### src/rtl/npu_ram_stream_loader_pkg.sv
// Shared definitions for the NPU RAM stream loader: region ids, FSM states,
// and the active line width of each NPU RAM region.
package npu_ram_stream_loader_pkg;

  localparam int REGION_IMG32   = 0;
  localparam int REGION_IMG28   = 1;
  localparam int REGION_IMG24   = 2;
  localparam int REGION_IMG20   = 3;
  localparam int REGION_IMG16   = 4;
  localparam int REGION_IMG12   = 5;
  localparam int REGION_IMG8    = 6;
  localparam int REGION_IMG5    = 7;
  localparam int REGION_FILTER  = 8;
  localparam int REGION_WEIGHT  = 9;
  localparam int REGION_BIAS    = 10;
  localparam int REGION_RESULT  = 11;

  // Active bits per line; narrower regions consume the LSBs of line_data_o
  localparam int IMG_32_W  = 256;
  localparam int IMG_28_W  = 224;
  localparam int IMG_24_W  = 192;
  localparam int IMG_20_W  = 160;
  localparam int IMG_16_W  = 128;
  localparam int IMG_12_W  = 96;
  localparam int IMG_8_W   = 64;
  localparam int IMG_5_W   = 40;
  localparam int FLITER_W  = 200;
  localparam int WEIGHT_W  = 256;
  localparam int BIAS_W    = 128;
  localparam int RESULT_W  = 80;

  typedef enum logic [2:0] {
    ST_IDLE, ST_FILL, ST_COMMIT, ST_FINISH, ST_RD_ADDR, ST_RD_DATA
  } state_t;

endpackage

### src/rtl/npu_ram_stream_loader_if.sv
// Stream input plus NPU RAM line-write bus of the loader.
// master = loader side, slave = bus bridge / RAM selector side.
interface npu_ram_stream_loader_if #(
  parameter int WORD_W     = 32,
  parameter int LINE_W     = 256,
  parameter int LINE_CNT   = 16,
  parameter int REGION_CNT = 12
);
  localparam int REG_W = $clog2(REGION_CNT);
  localparam int IDX_W = $clog2(LINE_CNT);

  logic              s_valid_i;
  logic              s_ready_o;
  logic [WORD_W-1:0] s_data_i;
  logic              s_last_i;
  logic              npu_ram_sel_o;
  logic              en_w_o;
  logic [REG_W-1:0]  region_o;
  logic [IDX_W-1:0]  w_line_o;
  logic [LINE_W-1:0] line_data_o;

  modport master (
    input  s_valid_i, s_data_i, s_last_i,
    output s_ready_o, npu_ram_sel_o, en_w_o, region_o, w_line_o, line_data_o
  );
  modport slave (
    output s_valid_i, s_data_i, s_last_i,
    input  s_ready_o, npu_ram_sel_o, en_w_o, region_o, w_line_o, line_data_o
  );
endinterface

### src/rtl/npu_line_packer.sv
// Word-to-line assembly buffer: word k lands at bits [k*WORD_W +: WORD_W].
module npu_line_packer #(
  parameter int WORD_W = 32,
  parameter int LINE_W = 256
) (
  input  logic              clk_i,
  input  logic              rst_i,
  input  logic              clr_i,
  input  logic              wr_i,
  input  logic [WORD_W-1:0] data_i,
  output logic [LINE_W-1:0] line_o,
  output logic              full_o
);
  localparam int WPL   = LINE_W / WORD_W;
  localparam int CNT_W = (WPL > 1) ? $clog2(WPL) : 1;

  logic [CNT_W-1:0]  cnt_q;
  logic [LINE_W-1:0] line_q;

  always_ff @(posedge clk_i) begin
    if (rst_i || clr_i) begin
      cnt_q  <= '0;
      line_q <= '0;
    end else if (wr_i) begin
      line_q[int'(cnt_q)*WORD_W +: WORD_W] <= data_i;
      cnt_q <= cnt_q + 1'b1;
    end
  end

  // Asserted while the next write fills the last slot of the line
  assign full_o = (cnt_q == CNT_W'(WPL - 1));
  assign line_o = line_q;
endmodule

### src/rtl/npu_ram_stream_loader.sv
// Word-serial NPU RAM loader: packs a valid/ready stream into RAM line writes.
// Optional result readback port enabled by NPU_LOADER_READBACK_EN.
module npu_ram_stream_loader
  import npu_ram_stream_loader_pkg::*;
#(
  parameter int WORD_W      = 32,
  parameter int LINE_W      = 256,
  parameter int LINE_CNT    = 16,
  parameter int REGION_CNT  = 12,
  parameter int RSLT_ADDR_W = 8,
  localparam int REG_W   = $clog2(REGION_CNT),
  localparam int IDX_W   = $clog2(LINE_CNT),
  localparam int LINES_W = IDX_W + 1
) (
  input  logic               clk_i,
  input  logic               rst_i,
  input  logic               cfg_start_i,
  input  logic [REG_W-1:0]   cfg_region_i,
  input  logic [LINES_W-1:0] cfg_lines_i,
  npu_ram_stream_loader_if.master bus,
  output logic               busy_o,
  output logic               done_o,
  output logic               err_o
`ifdef NPU_LOADER_READBACK_EN
  ,
  input  logic                   rd_req_i,
  input  logic [RSLT_ADDR_W-1:0] rd_addr_i,
  output logic [RSLT_ADDR_W-1:0] r_rslt_addr_o,
  input  logic [7:0]             result_i,
  output logic                   rd_valid_o,
  output logic [7:0]             rd_data_o
`endif
);
  state_t             st_q, st_d;
  logic [REG_W-1:0]   region_q, region_hold_q;
  logic [LINES_W-1:0] lines_q, line_cnt_q;
  logic [IDX_W-1:0]   line_hold_q;
  logic [LINE_W-1:0]  data_hold_q, line_buf;
  logic               last_seen_q, err_q, full, accept, final_line;

  assign accept     = (st_q == ST_FILL) && bus.s_valid_i;
  assign final_line = ((line_cnt_q + LINES_W'(1)) == lines_q);

  npu_line_packer #(.WORD_W(WORD_W), .LINE_W(LINE_W)) u_packer (
    .clk_i  (clk_i),
    .rst_i  (rst_i),
    .clr_i  (st_q == ST_COMMIT),
    .wr_i   (accept),
    .data_i (bus.s_data_i),
    .line_o (line_buf),
    .full_o (full)
  );

  always_ff @(posedge clk_i) begin
    if (rst_i) st_q <= ST_IDLE;
    else       st_q <= st_d;
  end

  always_comb begin
    st_d              = st_q;
    bus.s_ready_o     = (st_q == ST_FILL);
    bus.npu_ram_sel_o = (st_q == ST_FILL) || (st_q == ST_COMMIT);
    bus.en_w_o        = (st_q == ST_COMMIT);
    bus.region_o      = region_hold_q;
    bus.w_line_o      = line_hold_q;
    bus.line_data_o   = data_hold_q;
    busy_o            = (st_q != ST_IDLE);
    done_o            = (st_q == ST_FINISH);
    case (st_q)
      ST_IDLE: begin
        if (cfg_start_i) st_d = (cfg_lines_i == '0) ? ST_FINISH : ST_FILL;
`ifdef NPU_LOADER_READBACK_EN
        else if (rd_req_i) st_d = ST_RD_ADDR;
`endif
      end
      ST_FILL:   if (accept && (full || bus.s_last_i)) st_d = ST_COMMIT;
      ST_COMMIT: begin
        bus.region_o    = region_q;
        bus.w_line_o    = line_cnt_q[IDX_W-1:0];
        bus.line_data_o = line_buf;
        st_d = (final_line || last_seen_q) ? ST_FINISH : ST_FILL;
      end
      ST_FINISH: st_d = ST_IDLE;
`ifdef NPU_LOADER_READBACK_EN
      ST_RD_ADDR: st_d = ST_RD_DATA;
      ST_RD_DATA: st_d = ST_IDLE;
`endif
      default:   st_d = ST_IDLE;
    endcase
  end

  always_ff @(posedge clk_i) begin
    if (rst_i) begin
      region_q      <= '0;
      lines_q       <= '0;
      line_cnt_q    <= '0;
      last_seen_q   <= 1'b0;
      err_q         <= 1'b0;
      region_hold_q <= '0;
      line_hold_q   <= '0;
      data_hold_q   <= '0;
    end else begin
      case (st_q)
        ST_IDLE: if (cfg_start_i) begin
          region_q    <= cfg_region_i;
          lines_q     <= (cfg_lines_i > LINES_W'(LINE_CNT)) ? LINES_W'(LINE_CNT) : cfg_lines_i;
          line_cnt_q  <= '0;
          last_seen_q <= 1'b0;
          err_q       <= 1'b0;
        end
        ST_FILL: if (accept) begin
          last_seen_q <= bus.s_last_i;
          // s_last must coincide exactly with the final word of the final line
          if (bus.s_last_i != (full && final_line)) err_q <= 1'b1;
        end
        ST_COMMIT: begin
          line_cnt_q    <= line_cnt_q + LINES_W'(1);
          region_hold_q <= region_q;
          line_hold_q   <= line_cnt_q[IDX_W-1:0];
          data_hold_q   <= line_buf;
        end
        default: ;
      endcase
    end
  end

  assign err_o = err_q;

`ifdef NPU_LOADER_READBACK_EN
  logic [RSLT_ADDR_W-1:0] rd_addr_q;

  always_ff @(posedge clk_i) begin
    if (rst_i) begin
      rd_addr_q     <= '0;
      r_rslt_addr_o <= '0;
      rd_valid_o    <= 1'b0;
      rd_data_o     <= '0;
    end else begin
      rd_valid_o <= (st_q == ST_RD_DATA);
      if (st_q == ST_IDLE && !cfg_start_i && rd_req_i) rd_addr_q <= rd_addr_i;
      if (st_q == ST_RD_ADDR) r_rslt_addr_o <= rd_addr_q;
      if (st_q == ST_RD_DATA) rd_data_o <= result_i;
    end
  end
`endif
endmodule

### src/flat_wrapper.sv
// flat-port wrapper written by rule: the top's interface ports become plain ports
module npu_ram_stream_loader_flat import npu_ram_stream_loader_pkg::*;
#(
  parameter int WORD_W      = 32,
  parameter int LINE_W      = 256,
  parameter int LINE_CNT    = 16,
  parameter int REGION_CNT  = 12,
  parameter int RSLT_ADDR_W = 8,
  localparam int REG_W   = $clog2(REGION_CNT),
  localparam int IDX_W   = $clog2(LINE_CNT),
  localparam int LINES_W = IDX_W + 1
)
  (clk_i, rst_i, cfg_start_i, cfg_region_i, cfg_lines_i, busy_o, done_o, err_o, bus_s_valid_i, bus_s_data_i, bus_s_last_i, bus_s_ready_o, bus_npu_ram_sel_o, bus_en_w_o, bus_region_o, bus_w_line_o, bus_line_data_o);
  npu_ram_stream_loader_if #(.WORD_W(WORD_W), .LINE_W(LINE_W), .LINE_CNT(LINE_CNT), .REGION_CNT(REGION_CNT)) bus_i ();
  input  logic clk_i;
  input  logic rst_i;
  input  logic cfg_start_i;
  input  logic [REG_W-1:0] cfg_region_i;
  input  logic [LINES_W-1:0] cfg_lines_i;
  output logic busy_o;
  output logic done_o;
  output logic err_o;
  input wire logic [$bits(bus_i.s_valid_i)-1:0] bus_s_valid_i;
  input wire logic [$bits(bus_i.s_data_i)-1:0] bus_s_data_i;
  input wire logic [$bits(bus_i.s_last_i)-1:0] bus_s_last_i;
  output wire logic [$bits(bus_i.s_ready_o)-1:0] bus_s_ready_o;
  output wire logic [$bits(bus_i.npu_ram_sel_o)-1:0] bus_npu_ram_sel_o;
  output wire logic [$bits(bus_i.en_w_o)-1:0] bus_en_w_o;
  output wire logic [$bits(bus_i.region_o)-1:0] bus_region_o;
  output wire logic [$bits(bus_i.w_line_o)-1:0] bus_w_line_o;
  output wire logic [$bits(bus_i.line_data_o)-1:0] bus_line_data_o;
  assign bus_i.s_valid_i = bus_s_valid_i;
  assign bus_i.s_data_i = bus_s_data_i;
  assign bus_i.s_last_i = bus_s_last_i;
  assign bus_s_ready_o = bus_i.s_ready_o;
  assign bus_npu_ram_sel_o = bus_i.npu_ram_sel_o;
  assign bus_en_w_o = bus_i.en_w_o;
  assign bus_region_o = bus_i.region_o;
  assign bus_w_line_o = bus_i.w_line_o;
  assign bus_line_data_o = bus_i.line_data_o;
  npu_ram_stream_loader #(.WORD_W(WORD_W), .LINE_W(LINE_W), .LINE_CNT(LINE_CNT), .REGION_CNT(REGION_CNT), .RSLT_ADDR_W(RSLT_ADDR_W)) u_core (.clk_i(clk_i), .rst_i(rst_i), .cfg_start_i(cfg_start_i), .cfg_region_i(cfg_region_i), .cfg_lines_i(cfg_lines_i), .bus(bus_i), .busy_o(busy_o), .done_o(done_o), .err_o(err_o));
endmodule
### config.mk
export PLATFORM = sky130hd
export DESIGN_NAME = npu_ram_stream_loader_flat
export DESIGN_NICKNAME = d
export VERILOG_FILES = /design/src/rtl/npu_ram_stream_loader_pkg.sv /design/src/rtl/npu_ram_stream_loader_if.sv /design/src/rtl/npu_line_packer.sv /design/src/rtl/npu_ram_stream_loader.sv /design/src/flat_wrapper.sv
export SDC_FILE = /design/constraint.sdc
export NUM_CORES = 1
export LEC_CHECK = 0
export ABC_AREA = 0
export CAP_MARGIN = 20
export CORE_ASPECT_RATIO = 1.2
export CORE_MARGIN = 3
export CORE_UTILIZATION = 51
export DETAILED_ROUTE_END_ITERATION = 10
export PLACE_DENSITY_LB_ADDON = 0.2
export SYNTH_ARGS = -nofsm -noshare
export SYNTH_HDL_FRONTEND = slang
export SYNTH_SLANG_ARGS = --single-unit
### constraint.sdc
create_clock -name clk_i -period 2.7 [get_ports clk_i]
set_input_delay 0.54 -clock clk_i [delete_from_list [all_inputs] [get_ports clk_i]]
set_output_delay 0.54 -clock clk_i [all_outputs]
set_load 0.005 [all_outputs]
==> summary.md <==
| Metric | Value |
|---|---|
| Status | finished with violations |
| Violations in the final reports | negative setup slack |
| Cell area after synthesis | between 20000 and 25000 sq um |
| Register area share after synthesis | 0.523 |
| Avg Inst Size Synth | ~9.5 sq um |
| Setup crit start kind | flop |
| Via count of the first global-routing pass | 16700 |
| Pre-Repair DR Iteration Count | 6 |
| Total power consumption of the routed design | 19.9 mW |
| Type of the setup path with the least slack | flop to output pin |
| Commonest non-fill, non-tap cells in the layout | sky130_fd_sc_hd__dfxtp_1, sky130_fd_sc_hd__nand2_1, sky130_fd_sc_hd__a21oi_1 |
| Half-perimeter wire length of the detailed placement result | roughly 38000 microns |
| Commonest non-fill, non-tap cell in the layout | sky130_fd_sc_hd__dfxtp_1 |
| Worst IR Drop VDD | between 0.4 and 0.5 mV |
| Aggregate global routing overflow | 0 |
| Hold Crit Start | rst_i |
| Iteration-0 DRC count of the detailed router | between 1500 and 2000 |
| Root buffer selected by CTS | sky130_fd_sc_hd__clkbuf_16 |
| Leading area contributor after synthesis | sky130_fd_sc_hd__dfxtp_1 |
| Clock tree skew after final layout | 0.0220 ns |
| Crit path DAT | 2.35 ns |
| Power Density | 704 nW/um^2 |
| Clock latency on the worst-skew pair | 0.59 ns |
| Maximum buffer depth of the clock tree | 3 |
| Detailed-route vias per instance | 5.60 |
| Number of nets still failing antenna checks after routing | 0 |
| Port Buffer Count | roughly 320 |
| Placeable core area | about 40000 sq um |
| Share of the synthesized area in the top cell type | 0.523 |
| Number of top-level pins | 316 |
| DRC violations left | 0 |
| Die span in y | 227 microns |
| Number of max-capacitance violations reported | 0 |
| Endpoint of the worst register-to-register path | u_core.u_packer.line_o[196] |
| Worst min path class | primary input to flop |
| Setup repair after global routing missed its margin | yes |
| Critical path capture point type | output pin |
| Clock sink count | 541 |
| Leading register cell type out of synthesis | sky130_fd_sc_hd__dfxtp_1 |
| Worst hold path stage count | 2 |
| Sequential standard cell area | 10800 sq um |
| Filler-free cell count of the finished design | 3103 |
| Reported leakage power | 11.9 nW |
| Initial antenna violation count | 0 |
| Clock tree from TritonCTS | yes |
| Final Hold Fails | 0 |
| Fin. max-slew vios | 0 |
| Full die area | about 43000 sq um |
| Transition at the pin with the smallest max-transition slack | 1.02 ns |
| Depth of the worst register-to-register path | 8 |
| Synthesized flop and latch total | 541 |
| Number of buffers inserted during clock tree synthesis | 51 |
| Initial core utilization | 0.518 |
| Worst slack after detailed placement | ~0.037 ns |
| Count of flip-flops with a built-in enable after synthesis | 0 |
| Dominant cells by area after synthesis | sky130_fd_sc_hd__dfxtp_1, sky130_fd_sc_hd__mux2_2, sky130_fd_sc_hd__nor2b_1 |
| Largest net degree at the start of global routing | 175 |
| Overall Global Routing Usage | 0.296 |
| Placed Instances | 2906 |
| Gate count of the mapped netlist | 2181 |
| Std cell rows | 80 |
| Worst setup path startpoint | u_core.st_q[0] |
| Setup-failing EPs final | 67 |
| Wirelength per Cell | 21.8 microns |
| Post-layout net count | approximately 2600 |
| Total vias in the final route | 17400 |
| Hold Slack | 0.181 ns |
| Reg2reg start | u_core.st_q[0] |
| Biggest fanout along the worst timing path | 9 |
| Area growth, synth to finish | 36.4% |
| Width of the chip | 190 microns |
| Clock input transition at the sequential cells of the worst setup and hold paths | 0.06 ns |
| Worst slew slack as a fraction of its limit | 0.322 |
| Total Routed Length | 67700 microns |
| Routability cong. | 0.893 |
| Utilization after layout | 0.707 |
| WP data required | about 2.2 ns |
| Worst setup margin | -0.190 ns |
| FF-to-FF setup slack | ~0.090 ns |
| Total of warnings raised by yosys | 0 |
| Post-synthesis async set-or-reset flop share | 0 |
| Syn_nets | 2236 |
| Min cycle time layout | 2.89 ns |
| Post-synth cell types | 47 |
| Fill cell count | 2871 |
| Period Utilization, post-route | 1.07 |
| H-tree level count | 2 |
| First-pass GRT wire length | 98900 microns |
| Fraction of final layout cells with drive strength greater than 1 | 0.273 |
| Inserted Diodes | 0 |
| Hold Crit Endpoint | u_core.lines_q[3] |
| Area of the multi-input gates | just under 10000 sq um |
| Fmax | 346 MHz |
==> cell families (layout without fill, tap and decap cells) <==
group | after synthesis | count (layout) | synth area share
AO/OA/AOI/OAI | 295 | 295 | 0.0747
XOR/XNOR | 7 | 7 | 0.00296
adder cells (fa/ha/maj) | 9 | 9 | 0.00544
buffers and inverters | 206 | 595 | 0.0429
flip-flops | 541 | 541 | 0.523
multiplexers | 265 | 265 | 0.144
AND/OR/NAND/NOR | 858 | 858 | 0.207
==> worst max-delay path, cell delays in order (launching register included) <==
cell	delay, ns
sky130_fd_sc_hd__dfxtp_2	0.32
sky130_fd_sc_hd__inv_2	0.07
sky130_fd_sc_hd__ha_4	0.19
sky130_fd_sc_hd__buf_12	0.19
sky130_fd_sc_hd__buf_6	0.16
sky130_fd_sc_hd__mux2_2	0.38
sky130_fd_sc_hd__clkdlybuf4s50_1	0.45
==> repair_timing <==
| item | 4_1_cts | 5_1_grt |
|---|---|---|
| gates cloned | 14 | 5 |
| setup buffers | 72 | 27 |
| endpoints found under the setup margin | 264 | 260 |
| hold buffers | 0 | 0 |
| gates resized for setup | 724 | 284 |
| pin swaps | 1 | 0 |
==> flip-flops by register name (all words and copies together), names as in the netlist <==
signal	cells
u_core.region_q	4
u_core.line_cnt_q	5
u_core.st_q	2
u_core.lines_q	5
u_core.u_packer.cnt_q	3
u_core.region_hold_q	4
u_core.data_hold_q	256
u_core.err_o	1
u_core.line_hold_q	4
u_core.u_packer.line_o	256
u_core.last_seen_q	1
==> how the worst max path moves through the flow <==
stage	end	slack, ns
4_1_cts	bus_line_data_o[19]	-0.22
5_1_grt	bus_line_data_o[117]	-0.24
3_5_place_dp	u_core.u_packer.line_o[77]	0.04
6_report	bus_line_data_o[112]	-0.19
3_3_place_gp	u_core.u_packer.line_o[84]	0.09
2_1_floorplan	u_core.u_packer.line_o[66]	0.41
==> report_power, final <==
| group | internal [mW] | switching, mW | total (mW) |
|---|---|---|---|
| Combinational | 1.94 | 2.17 | 4.11 |
| Sequential | 8.11 | 0.0740 | 8.18 |
| Clock | 4.48 | 3.09 | 7.57 |
==> metrics by stage <==
step | TNS, ns | instance area [sq um]
after floorplan | 0 | 20700
after global placement | 0 | 24600
after detailed placement | 0 | 24600
after CTS | -19.28 | 27800
after global routing | -9.59 | 28200
final | -5.09 | 28200
==> synthesized netlist by cell type (7+ instances only) <==
library cell,n
sky130_fd_sc_hd__ha_1,9
sky130_fd_sc_hd__o21ai_0,7
sky130_fd_sc_hd__inv_1,7
sky130_fd_sc_hd__nor2_1,16
sky130_fd_sc_hd__nor2b_1,269
sky130_fd_sc_hd__dfxtp_1,541
sky130_fd_sc_hd__clkbuf_1,131
sky130_fd_sc_hd__buf_2,50
sky130_fd_sc_hd__nand2_1,352
sky130_fd_sc_hd__a21oi_1,271
sky130_fd_sc_hd__nand3_1,187
sky130_fd_sc_hd__nand3b_1,11
sky130_fd_sc_hd__mux2_2,264
==> area by class of cell <==
cell class,instances,share of cell area
well taps,533,0.0236
clock buffers,70,0.0520
multi-input cells,1434,0.343
clock inverters,22,0.0110
flip-flops and latches,541,0.384
inverters,9,0.00120
repair buffers,494,0.186
==> per-layer routing <==
| layer | global-route usage | up-vias | part of all wire |
|---|---|---|---|
| li1 | - | 7934 | - |
| met1 | 0.388 | 8506 | 0.41 |
| met5 | 0 | - | 0 |
| met3 | 0.0512 | 163 | 0.079 |
| met2 | 0.478 | 776 | 0.47 |
| met4 | 0.141 | 0 | 0.049 |
(Power assumes the default switching activity.)
